**src/rtl/pipe_skid_stage.sv**
```systemverilog
// rtl/pipe_skid_stage.sv - valid/ready pipeline stage, single entry by default.
// Define PIPE_SKID_STAGE_SKID_EN for a two-entry skid variant with registered in_ready.
module pipe_skid_stage #(
  parameter int                DATA_W     = 32,
  parameter logic [DATA_W-1:0] BUBBLE_VAL = '0
) (
  input  logic              clk,
  input  logic              reset,
  input  logic              flush,
  input  logic              in_valid,
  output logic              in_ready,
  input  logic [DATA_W-1:0] in_data,
  output logic              out_valid,
  input  logic              out_ready,
  output logic [DATA_W-1:0] out_data,
  output logic [1:0]        count
);

  typedef enum logic [1:0] {
    EMPTY = 2'd0,
    BUSY  = 2'd1,
    FULL  = 2'd2
  } state_t;

  state_t            state_q, state_d;
  logic [DATA_W-1:0] main_q, main_d;
  logic              in_xfer, out_xfer;

  assign out_valid = (state_q != EMPTY);
  assign out_data  = main_q;
  assign count     = state_q;

`ifdef PIPE_SKID_STAGE_SKID_EN
  logic [DATA_W-1:0] skid_q, skid_d;

  // Registered-only ready: breaks the out_ready -> in_ready timing path.
  assign in_ready = !reset && !flush && (state_q != FULL);
`else
  assign in_ready = !reset && !flush && (!out_valid || out_ready);
`endif

  assign in_xfer  = in_valid && in_ready;
  assign out_xfer = out_valid && out_ready;

  always_comb begin
    state_d = state_q;
    main_d  = main_q;
`ifdef PIPE_SKID_STAGE_SKID_EN
    skid_d  = skid_q;
`endif
    case (state_q)
      EMPTY: begin
        if (in_xfer) begin
          state_d = BUSY;
          main_d  = in_data;
        end
      end
      BUSY: begin
        if (in_xfer && out_xfer) begin
          main_d = in_data;
        end else if (out_xfer) begin
          state_d = EMPTY;
`ifdef PIPE_SKID_STAGE_SKID_EN
        end else if (in_xfer) begin
          state_d = FULL;
          skid_d  = in_data;
`endif
        end
      end
      FULL: begin
`ifdef PIPE_SKID_STAGE_SKID_EN
        if (out_xfer) begin
          state_d = BUSY;
          main_d  = skid_q;
        end
`else
        state_d = EMPTY;
`endif
      end
      default: state_d = EMPTY;
    endcase
  end

  always_ff @(posedge clk) begin
    if (reset || flush) begin
      state_q <= EMPTY;
      main_q  <= BUBBLE_VAL;
    end else begin
      state_q <= state_d;
      main_q  <= main_d;
    end
  end

`ifdef PIPE_SKID_STAGE_SKID_EN
  always_ff @(posedge clk) begin
    if (reset || flush) begin
      skid_q <= '0;
    end else begin
      skid_q <= skid_d;
    end
  end
`endif

endmodule

```
**config.mk**
```make
export PLATFORM = sky130hd
export DESIGN_NAME = pipe_skid_stage
export DESIGN_NICKNAME = d
export VERILOG_FILES = /design/src/rtl/pipe_skid_stage.sv
export SDC_FILE = /design/constraint.sdc
export NUM_CORES = 1
export LEC_CHECK = 0
export ABC_AREA = 1
export CAP_MARGIN = 20
export CORE_UTILIZATION = 40
export DETAILED_ROUTE_END_ITERATION = 8
export PLACE_DENSITY = 0.79
export RECOVER_POWER = 25
export REMOVE_ABC_BUFFERS = 1
export SETUP_SLACK_MARGIN = 0.02
export SYNTH_ARGS = -nofsm -noshare
export SYNTH_HDL_FRONTEND = slang
export SYNTH_SLANG_ARGS = --single-unit
```
**constraint.sdc**
```tcl
create_clock -name clk -period 2.3 [get_ports clk]
set_input_delay 0.46 -clock clk [delete_from_list [all_inputs] [get_ports clk]]
set_output_delay 0.46 -clock clk [all_outputs]
set_load 0.01 [all_outputs]
```
==> results.md <==
- Arrival time worst endpoint: 1.64 ns
- Slew @ Worst Pin: 0.950 ns
- Status: finished clean
- Antenna viol nets, final: 0
- Ports: 73
- CTS Hold Buffers Added: 0
- Area grow syn2layout: 48.0%
- Period Utilization, post-route: 0.913
- Dpl cells: 327
- VDD IR-drop max: 330 µV
- Vias post-DR: 1514
- Synthesized flop and latch total: 33
- Reg clk slew, reported paths: 0.06 ns
- Total gr overflow: 0
- H-tree depth: 2
- Leak pwr: 1.02 nW
- Final instance area: 2360 µm²
- Max clock buf depth: 2
- Ant diodes: 0
- Die Wd: 65.1 µm
- Die footprint: 4240 µm²
- Post-Synthesis Cells: 220
- Avg Cell Area, Syn: 7.24 µm²
- GR Layer Usage met1: 0.225
- Fmax: 0.476 GHz
- Layout net count: 323
- GRT Overall Usage: 0.188
- Die height: 65.1 µm
- Final hold vios: 0
- Core Area: 3740 µm²
- CTS tree: done
- Initial antenna violation count: 0
- Max-Cap Viols: 0
- Post-route minimum period: 2.10 ns
- First-pass GRT wire length: 6080 µm
- Cell taking the most area after synthesis: dfxtp_1
- PD cells: 527 nW/µm²
- Startpoint Class: input pin
- Cts bufs inserted: 5
- Post-synthesis sequential area ratio: 0.415
- Share of cells above drive strength 1: 0.115
- Buffers on Ports: 71
- Vias in the first global route: 1380
- Synth top area share: 0.415
- Post-synth cell types: 14
- Final Max Tran Viols: 0
- Final setup TNS: 0 ns
- Fin util: 0.630
- Commonest non-fill, non-tap cell in the layout: nand2_1
- Cell Area, Placed: 2270 µm²
- DP HPWL: 2390 µm
- WL per Instance: 10.8 µm
- Finished Layout Cells: 334
- Required time worst endpoint: 1.84 ns
- # DRC: 0
- Initial cell density of the core: 0.425
- Crit end category: primary output
- Slew HR: 0.367
- Vias per cell: 4.53
- Setup Viol. Count Final: 0
- Root buffer cell: clkbuf_8
- Global Route met2 Usage: 0.310
- Pin count of the biggest net entering global routing: 34
- RSZ-0062 raised after global routing: no
- Wirelength, routed: 3590 µm
- Setup Fix Bufs, Post-CTS: 0
- Row count: 22
- Synth area leaders: dfxtp_1 41%, nand2_1 15%, nand4_1 13%
- Commonest non-fill, non-tap cells in the layout: 65 x nand2_1, 53 x clkdlybuf4s50_1, 34 x inv_1
- Post-Syn Area: 1590 µm²
- Global route hottest layer: met2
- Ys Warns: 0
- Kind of critical path: input pin to primary output
- 1st-pass router iterations: 4
- CTS Sinks: 33
- Number of DRC markers in iteration 0: 160
- Placer Congestion: 0.707
- Min-delay worst type: flip-flop to flip-flop
- Clk_lat worst skew: 0.28 ns
- CP max FO: 2
- Post-route clock skew: 0.00209 ns
- Routing usage on met3: 0.0503
-- worst max-delay path: stages --
cell and delay [ns]:
clkdlybuf4s50_1 0.45, inv_1 0.04, a21oi_1 0.14, clkdlybuf4s50_1 0.55
-- what timing repair did --
item | 4_1_cts | 5_1_grt
gates resized for setup | 1 | 1
endpoints found under the setup margin | 1 | 1
pin swaps | 0 | 0
-- sequential cells by signal, indices dropped and copies added (netlist names) --
| signal | flops |
|---|---|
| out_data | 32 |
| count | 1 |
-- synthesized netlist by cell type --
cell and n:
buf_4 3, nor2_8 1, inv_4 1, nand2_1 65, inv_1 34, a21oi_1 2
dfxtp_1 33, nand3_4 1, buf_2 9, buf_6 6, nor2_2 19, nand4_1 32
conb_1 1, nor2_1 13
-- stage by stage --
step                      hold slack (ns)  power, mW  worst slack [ns]
final                               0.513       1.24             0.200
after global routing                0.533       1.30             0.153
after CTS                           0.517       1.26            0.0451
after detailed placement            0.506      0.832            0.0159
after global placement              0.504      0.831            0.0382
after floorplan                     0.541      0.690             0.561
-- power by group --
group | switching [mW] | leakage (nW) | internal (mW) | total, mW
Clock | 0.193 | 0.0443 | 0.237 | 0.430
Combinational | 0.0943 | 0.708 | 0.112 | 0.207
Sequential | 0.0107 | 0.269 | 0.594 | 0.605
Total | 0.298 | 1.02 | 0.944 | 1.24
-- cell type report --
class / instances / area, µm²
multi-input cells: 134 / 663
flip-flops and latches: 33 / 661
fillers: 372 / 1390
clock buffers: 7 / 86.3
well taps: 48 / 60.1
inverters: 35 / 134
repair buffers: 77 / 753
-- routing by layer --
metal | wire length [µm] | share of wire | up-vias
met2 | 1680 | 0.47 | 49
met3 | 214 | 0.060 | 6
met4 | 57 | 0.016 | 0
met5 | 0 | 0 | -
met1 | 1640 | 0.46 | 653
li1 | - | - | 806
-- logic make-up (layout without fill, tap and decap cells) --
kind of cell           after synthesis  count (layout)  share of synthesized area
AO/OA/AOI/OAI                        2               2                    0.00628
buffers and inverters               53             119                      0.169
flip-flops                          33              33                      0.415
other                                1               1                    0.00235
AND/OR/NAND/NOR                    131             131                      0.408
-- path summary, 6_finish.rpt --
check,from,end,slack (ns),cells after the start
setup reg to reg,count[0],out_data[22],1.15,4
hold reg to reg,out_data[6],out_data[6],0.51,4
setup / recovery,out_ready,in_ready,0.20,4
hold / removal,out_data[6],out_data[6],0.51,4
Note: power is estimated with default switching activity, not from simulation.
